<file path="src/rtl/pong_engine.sv">
// Pong engine: bars, ball motion, scoring and game FSM on a COLS x ROWS cell grid.
// All state updates on the CLK edge after a tick or START; no backpressure, inputs are sampled levels.
module pong_engine #(
    parameter int COLS      = 8,
    parameter int ROWS      = 16,
    parameter int BAR_LEN   = 3,
    parameter int BAR1_Y    = ROWS - 4,
    parameter int BAR2_Y    = 3,
    parameter int BALL_DIV  = 4000000,
    parameter int BTN_DIV   = 2000,
    parameter int WIN_SCORE = 9,
    localparam int XW = $clog2(COLS),
    localparam int YW = $clog2(ROWS)
) (
    input  logic          CLK,
    input  logic          RST,
    input  logic [3:0]    PUSH,
    input  logic          START,
    output logic [XW-1:0] bar1_x,
    output logic [XW-1:0] bar2_x,
    output logic [XW-1:0] ball_x,
    output logic [YW-1:0] ball_y,
    output logic [3:0]    score1,
    output logic [3:0]    score2,
    output logic [2:0]    state,
    output logic          point_pulse
);
    typedef enum logic [2:0] {
        S_IDLE  = 3'd0,
        S_SERVE = 3'd1,
        S_PLAY  = 3'd2,
        S_POINT = 3'd3,
        S_OVER  = 3'd4
    } state_t;

    localparam int BLW = (BALL_DIV > 1) ? $clog2(BALL_DIV) : 1;
    localparam int TLW = (BTN_DIV > 1) ? $clog2(BTN_DIV) : 1;
    localparam logic [XW-1:0] BAR_MAX = XW'(COLS - BAR_LEN);
    localparam logic [XW-1:0] X_MAX   = XW'(COLS - 1);
    localparam logic [YW-1:0] Y_MAX   = YW'(ROWS - 1);
    localparam logic [YW-1:0] ROW1    = YW'(BAR1_Y);
    localparam logic [YW-1:0] ROW2    = YW'(BAR2_Y);
    localparam logic [3:0]    WIN     = 4'(WIN_SCORE);
    localparam logic [1:0]    DX_0    = 2'b00;
    localparam logic [1:0]    DX_R    = 2'b01;
    localparam logic [1:0]    DX_L    = 2'b10;

    state_t          st_q, st_d;
    logic [BLW-1:0]  ball_cnt;
    logic [TLW-1:0]  btn_cnt;
    logic            ball_tick, btn_tick;
    logic [3:0][1:0] hist_q, hist_d;
    logic [3:0]      press;
    logic [XW-1:0]   bar1_d, bar2_d, bx_d, tgt_bar, tgt_end, srv_bar;
    logic [YW-1:0]   by_d;
    logic            vy_q, vy_d, srv_q, srv_d, hit;
    logic [1:0]      dx_q, dx_d;
    logic [3:0]      s1_d, s2_d;

    assign ball_tick = (ball_cnt == BLW'(BALL_DIV - 1));
    assign btn_tick  = (btn_cnt == TLW'(BTN_DIV - 1));

    always_comb begin
        hist_d = hist_q;
        press  = '0;
        for (int i = 0; i < 4; i++) begin
            hist_d[i] = btn_tick ? {hist_q[i][0], PUSH[i]} : hist_q[i];
            press[i]  = btn_tick && (hist_d[i] == 2'b01);
        end
    end

    // srv_q: 0 = player 1 serves, 1 = player 2 serves (also equals the serve vy)
    assign tgt_bar = vy_q ? bar1_x : bar2_x;
    assign tgt_end = tgt_bar + XW'(BAR_LEN - 1);
    assign hit     = (ball_y == (vy_q ? ROW1 : ROW2)) && (ball_x >= tgt_bar) && (ball_x <= tgt_end);
    assign srv_bar = srv_q ? bar2_x : bar1_x;

    always_comb begin
        st_d   = st_q;
        bar1_d = bar1_x;
        bar2_d = bar2_x;
        bx_d   = ball_x;
        by_d   = ball_y;
        vy_d   = vy_q;
        dx_d   = dx_q;
        s1_d   = score1;
        s2_d   = score2;
        srv_d  = srv_q;

        if (st_q == S_SERVE || st_q == S_PLAY) begin
            if (press[1]) begin
                if (bar1_x != '0) bar1_d = bar1_x - 1'b1;
            end else if (press[0]) begin
                if (bar1_x != BAR_MAX) bar1_d = bar1_x + 1'b1;
            end
            if (press[3]) begin
                if (bar2_x != '0) bar2_d = bar2_x - 1'b1;
            end else if (press[2]) begin
                if (bar2_x != BAR_MAX) bar2_d = bar2_x + 1'b1;
            end
        end

        case (st_q)
            S_IDLE: begin
                if (START) begin
                    srv_d = 1'b0;
                    st_d  = S_SERVE;
                end
            end
            S_SERVE: begin
                bx_d = srv_bar + XW'(BAR_LEN / 2);
                by_d = srv_q ? ROW2 : ROW1;
                vy_d = srv_q;
                dx_d = DX_0;
                if (START) st_d = S_PLAY;
            end
            S_PLAY: begin
                if (ball_tick) begin
                    if (hit) begin
                        vy_d = ~vy_q;
                        if (ball_x == tgt_bar)      dx_d = DX_L;
                        else if (ball_x == tgt_end) dx_d = DX_R;
                        else                        dx_d = DX_0;
                    end else if (vy_q && ball_y == Y_MAX) begin
                        if (score2 != WIN) s2_d = score2 + 4'd1;
                        srv_d = 1'b0;
                        st_d  = S_POINT;
                    end else if (!vy_q && ball_y == '0) begin
                        if (score1 != WIN) s1_d = score1 + 4'd1;
                        srv_d = 1'b1;
                        st_d  = S_POINT;
                    end else begin
                        by_d = vy_q ? ball_y + 1'b1 : ball_y - 1'b1;
                        case (dx_q)
                            DX_R: begin
                                if (ball_x == X_MAX) begin
                                    dx_d = DX_L;
                                    bx_d = ball_x - 1'b1;
                                end else begin
                                    bx_d = ball_x + 1'b1;
                                end
                            end
                            DX_L: begin
                                if (ball_x == '0) begin
                                    dx_d = DX_R;
                                    bx_d = ball_x + 1'b1;
                                end else begin
                                    bx_d = ball_x - 1'b1;
                                end
                            end
                            default: bx_d = ball_x;
                        endcase
                    end
                end
            end
            // the loser already sits in srv_q, so the scorer is the other player
            S_POINT: st_d = (((srv_q ? score1 : score2) == WIN) ? S_OVER : S_SERVE);
            S_OVER: begin
                if (START) begin
                    s1_d  = '0;
                    s2_d  = '0;
                    srv_d = 1'b0;
                    st_d  = S_SERVE;
                end
            end
            default: st_d = S_IDLE;
        endcase
    end

    always_ff @(posedge CLK) begin
        if (RST) begin
            st_q     <= S_IDLE;
            ball_cnt <= '0;
            btn_cnt  <= '0;
            hist_q   <= '0;
            bar1_x   <= '0;
            bar2_x   <= BAR_MAX;
            ball_x   <= XW'(BAR_LEN / 2);
            ball_y   <= ROW1;
            vy_q     <= 1'b0;
            dx_q     <= DX_0;
            score1   <= '0;
            score2   <= '0;
            srv_q    <= 1'b0;
        end else begin
            st_q     <= st_d;
            ball_cnt <= ball_tick ? '0 : ball_cnt + 1'b1;
            btn_cnt  <= btn_tick ? '0 : btn_cnt + 1'b1;
            hist_q   <= hist_d;
            bar1_x   <= bar1_d;
            bar2_x   <= bar2_d;
            ball_x   <= bx_d;
            ball_y   <= by_d;
            vy_q     <= vy_d;
            dx_q     <= dx_d;
            score1   <= s1_d;
            score2   <= s2_d;
            srv_q    <= srv_d;
        end
    end

    assign state       = st_q;
    assign point_pulse = (st_q == S_POINT);
endmodule

</file>
<file path="config.mk">
export PLATFORM = sky130hd
export DESIGN_NAME = pong_engine
export DESIGN_NICKNAME = d
export VERILOG_FILES = /design/src/rtl/pong_engine.sv
export SDC_FILE = /design/constraint.sdc
export NUM_CORES = 1
export LEC_CHECK = 0
export CAP_MARGIN = 20
export CORE_ASPECT_RATIO = 1.1
export CORE_MARGIN = 2
export CORE_UTILIZATION = 45
export CTS_CLUSTER_SIZE = 28
export DETAILED_ROUTE_END_ITERATION = 10
export PLACE_DENSITY = 0.73
export SYNTH_ARGS = -nofsm -noshare
export SYNTH_HDL_FRONTEND = slang
export SYNTH_SLANG_ARGS = --single-unit
</file>
<file path="constraint.sdc">
create_clock -name CLK -period 6.1 [get_ports CLK]
set_input_delay 1.83 -clock CLK [delete_from_list [all_inputs] [get_ports CLK]]
set_output_delay 1.83 -clock CLK [all_outputs]
set_load 0.05 [all_outputs]
</file>
# Word-level counts from Yosys, hierarchy flattened
# Cells that the tools add are included.
# classes
add_sub_neg,14
mul,0
div,0
magnitude_cmp,2
eq_ne,43
shift,0
muxes,70
n_bitwise,1
n_reduce_logical,35
# op_table
cell,n
2-to-1 mux 4 bit,18
2-to-1 mux 3 bit,23
case mux 4 bit (2 select lines),3
adder 22 x 1 -> 22 bit (second input constant),1
== test 22 bit (second input constant),1
2-to-1 mux 2 bit,11
!= test 4 bit (second input constant),4
AND reduction 5 bit,3
!= test 2 x 1 -> 1 bit (second input constant),7
!= test 2 bit (second input constant),7
AND reduction 7 bit,2
nonzero test 2 bit,7
adder 3 x 1 -> 3 bit (second input constant),4
adder 4 x 1 -> 4 bit (second input constant),3
!= test 3 bit (second input constant),4
case mux 3 bit (2 select lines),2
case mux 3 bit (4 select lines),1
AND reduction 6 bit,2
adder 11 x 1 -> 11 bit (second input constant),1
== test 11 bit (second input constant),1
== test 2 x 1 -> 1 bit (second input constant),5
subtractor 3 x 1 -> 3 bit (second input constant),3
== test 4 bit (second input constant),2
logical AND 1 bit,8
24 further kinds,42
# totals
reg_bits,69
latch_bits,0
ram_bits,0
romBits,0
input_bits,7
output_inout_bits,25
wordCells,181
n_memories,0

# Longest topological paths before layout
# Gate-level depths: netlist (run 1).
# depth
word_depth,8
depth_mapped,11

# Worst setup path after synthesis (run 1)
# No wires, ideal clock.
# synth_timing
path_type,input to register
start,input PUSH[3]
end,register bar2_x[2]
setup_ns,0.128
arrival_ns,3.249
path_slack_ns,2.723
cell_stages,9
n_path_buf,0
cell_sequence,nor2b_1 -> and4_1 -> inv_1 -> fa_1 -> nor2_1 -> a21oi_1 -> o211ai_1 -> xor2_1 -> nand2_1
# synth_via
elab_chain_len,5
# synth_rtl
element,line_no,source
start: declaration,17,"input logic [3:0] PUSH,"
2-to-1 mux 2 bit (*),67,"hist_d[i] = btn_tick ? {hist_q[i][0], PUSH[i]} : hist_q[i];"
== test 2 x 1 -> 1 bit (*),68,press[i] = btn_tick && (hist_d[i] == 2'b01);
logical AND 1 bit (*),68,
!= test 2 x 1 -> 1 bit (no source line) / nonzero test 2 bit (equally long branches),--,
AND reduction 4 bit (no source line),--,
end signal: assignment,191,bar2_x <= bar2_d;
end: declaration,20,"output logic [XW-1:0] bar2_x,"
# Mark *: on every way between the ends. The rest lies on a longest branch, timed or not.
# A chain may end at the register's enable or synchronous reset.

# Final worst setup path (run 1)
# layout_timing
start,"register st_q[1], in the netlist state[1]"
end,output point_pulse
# layout_via
elab_chain_len,1
# layout_rtl
element,line_no,source
start: declaration,48,"state_t st_q, st_d;"
start signal: assignment,186,st_q <= st_d;
== test 3 x 2 -> 1 bit,203,assign point_pulse = (st_q == S_POINT);
end: declaration,26,output logic point_pulse
# Every way passes these cells.

==> results of run 1 <==
-- worst max-delay path by stage --
stage               cells past startpoint          end  slack (ns)
floorplan                               9    bar2_x[2]        2.72
global route                            3  point_pulse        2.09
detailed placement                     10    bar2_x[2]        2.08
CTS                                     3  point_pulse        2.23
global placement                       10    bar2_x[2]        2.13
finish                                  3  point_pulse        2.25
-- cells in the final DEF, fill, tap and decap left out, types with 2 or more instances in the layout --
master           count
a21oi_1             27
and3_1              16
o211ai_1             6
nor4bb_1             2
xor2_1              26
fa_1                 3
nor2_1              65
clkbuf_8             9
clkdlybuf4s50_1     31
xnor2_1             21
mux2i_1              9
nand3b_1             2
o21ai_1              2
nand3_1             20
nor3_1               8
a31oi_1              3
bufinv_16            2
o211a_1              3
clkinvlp_4           2
ha_1                20
clkbuf_1             2
a21o_1               3
nand4_1              6
inv_1               17
o32ai_1              2
and2_1               4
dfxtp_1             65
nor2b_1              5
o21ai_0             12
a41oi_1              3
nand2b_1             4
nor4_1               2
nand2_1             25
o31ai_1              4
and4_1               4
-- critical path: stages, from the launching register on --
cell	delay [ns]
dfxtp_1	0.51
nor2b_1	0.20
and2_1	0.16
clkdlybuf4s50_1	0.81
-- metal layers --
metal	global-route usage [%]	vias up	part of all wire (%)
li1	-	1618	-
met1	23.4	1490	46
met2	32.4	64	48
met3	4.34	15	4.2
met4	6.31	0	1.6
met5	0	-	0
-- power by group through the flow --
stage                     combinational [mW]  clock [mW]  sequential, mW
final                                  0.524       0.398           0.528
after global routing                   0.576       0.427           0.537
after CTS                              0.522       0.409           0.527
after detailed placement               0.519           0           0.537
after global placement                 0.510           0           0.535
after floorplan                        0.356           0           0.579
-- per-stage QoR --
step | instance area (µm²) | hold WS [ns] | setup slack, ns
after floorplan | 3810 | 0.413 | 2.72
after global placement | 4180 | 0.427 | 2.13
after detailed placement | 4180 | 0.432 | 2.08
after CTS | 4390 | 0.449 | 2.23
after global routing | 4390 | 0.482 | 2.09
final | 4390 | 0.450 | 2.25
-- registers in the layout (all words and copies together) (netlist names), 3 cells and up --
name,flops
score1,4
btn_cnt,11
bar1_x,3
ball_cnt,22
hist_q,4
score2,4
ball_x,3
bar2_x,3
state,3
ball_y,4
-- cell families after synthesis --
| logic type | after synthesis | share of synthesized area (%) |
|---|---|---|
| DFF | 65 | 34.2 |
| and+or+nand+nor | 182 | 25.0 |
| AOI/OAI and AO/OA | 83 | 15.2 |
| adders and majority gates | 23 | 8.15 |
| xor gates and xnor gates | 47 | 10.8 |
| muxes | 10 | 2.66 |
| buffers and inverters | 34 | 3.94 |
-- final cells by class --
type	count	area share, %
Tap cell	111	3.17
Sequential cell	65	29.7
Clock inverter	5	1.82
Multi-Input combinational cell	345	53.7
Timing Repair Buffer	32	7.24
Inverter	17	1.45
Clock buffer	11	2.99
==> results.yml, run 1 <==
sta:
  relSlewSlack_pct: 48.9
  worstMarginPinSlew_ns: 0.763
  finalMaxSlewViolations: 0
  post-route-period-util_pct: 63.2
  hold_viol: 0
  rsz0062_at_grt: "false"
  fin_skew_ns: 0.00869
  max_freq_mhz: 259
  setup_viol: 0
  tns_ns: 0
  min_period_ns: 3.85
logic_synthesis:
  synth_warnings: 0
  synth_seq_cells: 65
  yosysSeqAreaShare_pct: 34.2
  ys_types: 73
  synth_area_um2: 3810
  yosysTopAreaCell: "dfxtp_1"
  avgSynthCellArea_um2: 8.57
  synth_cells: 444
  synth_common_cells: "dfxtp_1 (65), nor2_1 (65), a21oi_1 (27)"
  synth_top_cell_area_share_pct: 34.2
  yosys-top-cells-area: "dfxtp_1 (34%), ha_1 (6.6%), nor2_1 (6.4%), xor2_1 (6.0%), xnor2_1 (4.8%)"
  synthesis.nets: 474
  synthFlopType: "dfxtp_1"
  synth_edf_count: 0
  ys_async_sr_fraction_pct: 0
drt:
  wl_per_cell_um: 13.6
  drtIter0Drc: 145
  antenna_left: 0
  num_vias: 3187
  drc: 0
  vias_per_cell: 5.44
  detail_route.first_pass.iterations: 4
  drt-total-wl_mm: 7.98
pwr:
  p_sw_mw: 0.566
  vdd_ir_drop_max_v: 0.000217
  power_density_nw_per_um2: 330
  power_mw: 1.45
  clockPowerShare_pct: 27.4
  p_sw_share_pct: 39.0
  seqPwrFrac_pct: 36.4
  internal_power_mw: 0.884
  comb_power_share_pct: 36.2
  leakagePower_nw: 1.67
worst_setup_path:
  ff2ff_path_depth: 8
  reg2reg_to: "ball_y[3]"
  reg2reg_slack_ns: 3.34
  endpoint_kind: "output pin"
  required_ns: 4.27
  cp_max_fo: 11
  startpoint_type: "flip-flop"
  arrival_ns: 2.02
  crit_start: "state[1]"
  path_class: "flip-flop to output pin"
  rr_startpoint: "vy_q"
finish:
  nets: 500
  multi_input_area_um2: 2350
  fin_cells: 586
  area_growth_syn_to_layout_pct: 15.3
  nFillCells: 763
  diodes: 0
  drive_gt1_share_pct: 6.95
  post-route-util_pct: 53.0
  ff_latch_area_um2: 1300
global_routing:
  track_usage_pct: 18.8
  grt_start_max_net_pins: 24
  grt_pass1_vias: 3152
  grt_overflow_total: 0
  antenna_found_initial: 0
  grt_pass1_wl_mm: 14.3
placed_design:
  place_inst: 570
  port_buffers: 31
  place_congestion: 0.825
  dp.final_hpwl_mm: 5.86
clock_network:
  clk_latency_ns: 0.35
  clock_sinks: 65
  cts_root_buffer: "clkbuf_8"
  htree_levels: 3
  cts_hold_buffers: 0
  cts_tree: "yes"
  cts_buffers: 9
  cts_max_path_buffers: 2
  cts_resized: 0
  post_cts_buffers: 0
  clkTransAtPathRegs_ns: 0.07
flow_run:
  max_cap_viol_count: 0
floorplanning:
  io_pins: 32
  die_h_um: 100
  start_util_pct: 46.0
  die_w_um: 91.7
  rows: 35
  die-area_um2: 9210
  core_area_um2: 8280
hold_path:
  hold_path.startpoint: "btn_cnt[0]"
  holdPathEnd: "btn_cnt[0]"
  whs_path_depth: 1
  min-delay-path-class: "flip-flop to flip-flop"
run_status:
  status: "finished clean"
Power figures use the tool's default switching activity.
==> inputs of run 2 (changes only) <==
PLACE_DENSITY = 0.75   (was 0.73)
clock period = 3.5 ns   (was 6.1 ns; I/O delays follow)
==> run 2 against run 1 <==
  * Clock-buffer cell count shrank 2
  * Wire length grew 3.6%
  * Critical path type unchanged
  * Via count rose by 2.5%
  * Largest cell class unchanged
  * Utilization hardly changed
  * Sequential power grew 74%
  * Critical path depth did not move
  * First-iteration DRC count decreased by 37%
  * Sequential cell count unchanged
  * Register-to-register slack worse by 2.6 ns
  * Cell count grew 0.17%
  * Final area hardly changed
  * Global-route usage shrank 0.34 points
==> results.yml, run 2 (synthesized netlist as in run 1, its figures left out) <==
pwr:
  seqPwrFrac_pct: 36.6
  power_density_nw_per_um2: 574
  clockPowerShare_pct: 26.3
  vdd_ir_drop_max_v: 0.000572
  internal_power_mw: 1.48
  p_sw_mw: 1.04
  power_mw: 2.52
  leakagePower_nw: 1.68
  comb_power_share_pct: 37.2
  p_sw_share_pct: 41.2
global_routing:
  track_usage_pct: 18.5
  grt_start_max_net_pins: 23
  antenna_found_initial: 0
  grt_pass1_wl_mm: 13.9
  grt_overflow_total: 0
  grt_pass1_vias: 3152
worst_setup_path:
  crit_chain: "nor2b_1 -> and2_1 -> clkdlybuf4s50_1"
  path_buf_inv: 1
  crit_family: "buffers and inverters"
  slowest_stage: "clkdlybuf4s50_1"
  endpoint_kind: "output pin"
  arrival_ns: 2.03
  slowest_delay_ns: 0.81
  required_ns: 2.45
  startpoint_type: "flip-flop"
  path_class: "flip-flop to output pin"
  cp_max_fo: 11
finish:
  layout_common_cells: "nor2_1 (65), dfxtp_1 (65), clkdlybuf4s50_1 (31)"
  reg_top3: "ball_cnt: 22 flops, btn_cnt: 11 flops"
  drive_gt1_share_pct: 7.56
  diodes: 0
  nets: 501
  regMostFlops: "ball_cnt"
  ff_latch_area_um2: 1300
  area_growth_syn_to_layout_pct: 15.2
  largest_reg_flops: 22
  fin_cells: 587
  nFillCells: 745
  multi_input_area_um2: 2350
clock_network:
  clkTransAtPathRegs_ns: 0.08
  clock_sinks: 65
  htree_levels: 3
  post_cts_buffers: 0
  cts_hold_buffers: 0
  cts_buffers: 9
  cts_tree: "yes"
  clk_latency_ns: 0.36
  cts_resized: 0
  cts_max_path_buffers: 2
  cts_root_buffer: "clkbuf_8"
placed_design:
  place_inst: 571
  dp.final_hpwl_mm: 5.91
  place_congestion: 0.838
  port_buffers: 31
floorplanning:
  die-area_um2: 9210
  start_util_pct: 46.0
  core_area_um2: 8280
  io_pins: 32
  die_h_um: 100
  rows: 35
  die_w_um: 91.7
drt:
  drt-total-wl_mm: 8.27
  drc: 0
  detail_route.first_pass.iterations: 4
  antenna_left: 0
  top_layer: "met4"
  wl_met3_um: 378
  met2_wirelength_mm: 4.00
  wl_met1_mm: 3.77
  drtIter0Drc: 91
  num_vias: 3268
  wl_per_cell_um: 14.1
  vias_per_cell: 5.57
sta:
  tns_ns: 0
  setup_viol: 0
  worstMarginPinSlew_ns: 0.788
  hold_viol: 0
  relSlewSlack_pct: 47.2
  min_period_ns: 3.08
  fin_skew_ns: 0.0116
  rsz0062_at_grt: "false"
  post-route-period-util_pct: 88.1
  max_freq_mhz: 324
  timing.hold.ws_ns: 0.449
  finalMaxSlewViolations: 0
hold_path:
  min-delay-path-class: "flip-flop to flip-flop"
flow_run:
  max_cap_viol_count: 0
run_status:
  status: "finished clean"
## run 2: final cells by class
class	instances	share of cell area (%)
Sequential cell	65	29.7
Clock inverter	7	1.77
Inverter	17	1.46
Tap cell	111	3.17
Timing Repair Buffer	33	7.42
Clock buffer	9	2.82
Multi-Input combinational cell	345	53.7
## run 2: per-layer routing
metal	global-route usage [%]	vias up
li1	-	1623
met1	22.6	1565
met2	31.8	67
met3	3.59	13
met4	8.15	0
met5	0	-
## run 2: worst register-to-register path: stages (launching register included)
cell       delay (ns)
dfxtp_1          0.57
mux2i_1          0.39
xnor2_1          0.17
ha_1             0.26
and3b_1          0.21
o2111ai_1        0.41
o211ai_2         0.20
a221oi_2         0.32
o21ai_1          0.09
## run 2: through the flow
stage	setup WS [ns]	cell area (µm²)	util [%]
6_report	0.418	4390	53.0
4_1_cts	0.414	4390	53.0
2_1_floorplan	0.903	3810	-
3_3_place_gp	0.345	4180	50.6
3_5_place_dp	0.275	4180	50.6
5_1_grt	0.263	4390	53.0
## run 2: worst paths after layout
path | startpoint | endpoint | slack [ns] | cells past startpoint
max | state[1] | point_pulse | 0.42 | 3
min | btn_cnt[0] | btn_cnt[0] | 0.45 | 1
max reg2reg | vy_q | ball_y[3] | 0.77 | 8
min reg2reg | btn_cnt[0] | btn_cnt[0] | 0.45 | 1
## run 2: power groups by stage
stage / Combinational, mW / Sequential, mW / Clock (mW)
2_1_floorplan: 0.621 / 1.01 / 0
3_3_place_gp: 0.889 / 0.931 / 0
3_5_place_dp: 0.916 / 0.936 / 0
4_1_cts: 0.924 / 0.919 / 0.677
5_1_grt: 1.01 / 0.936 / 0.705
6_report: 0.935 / 0.920 / 0.660
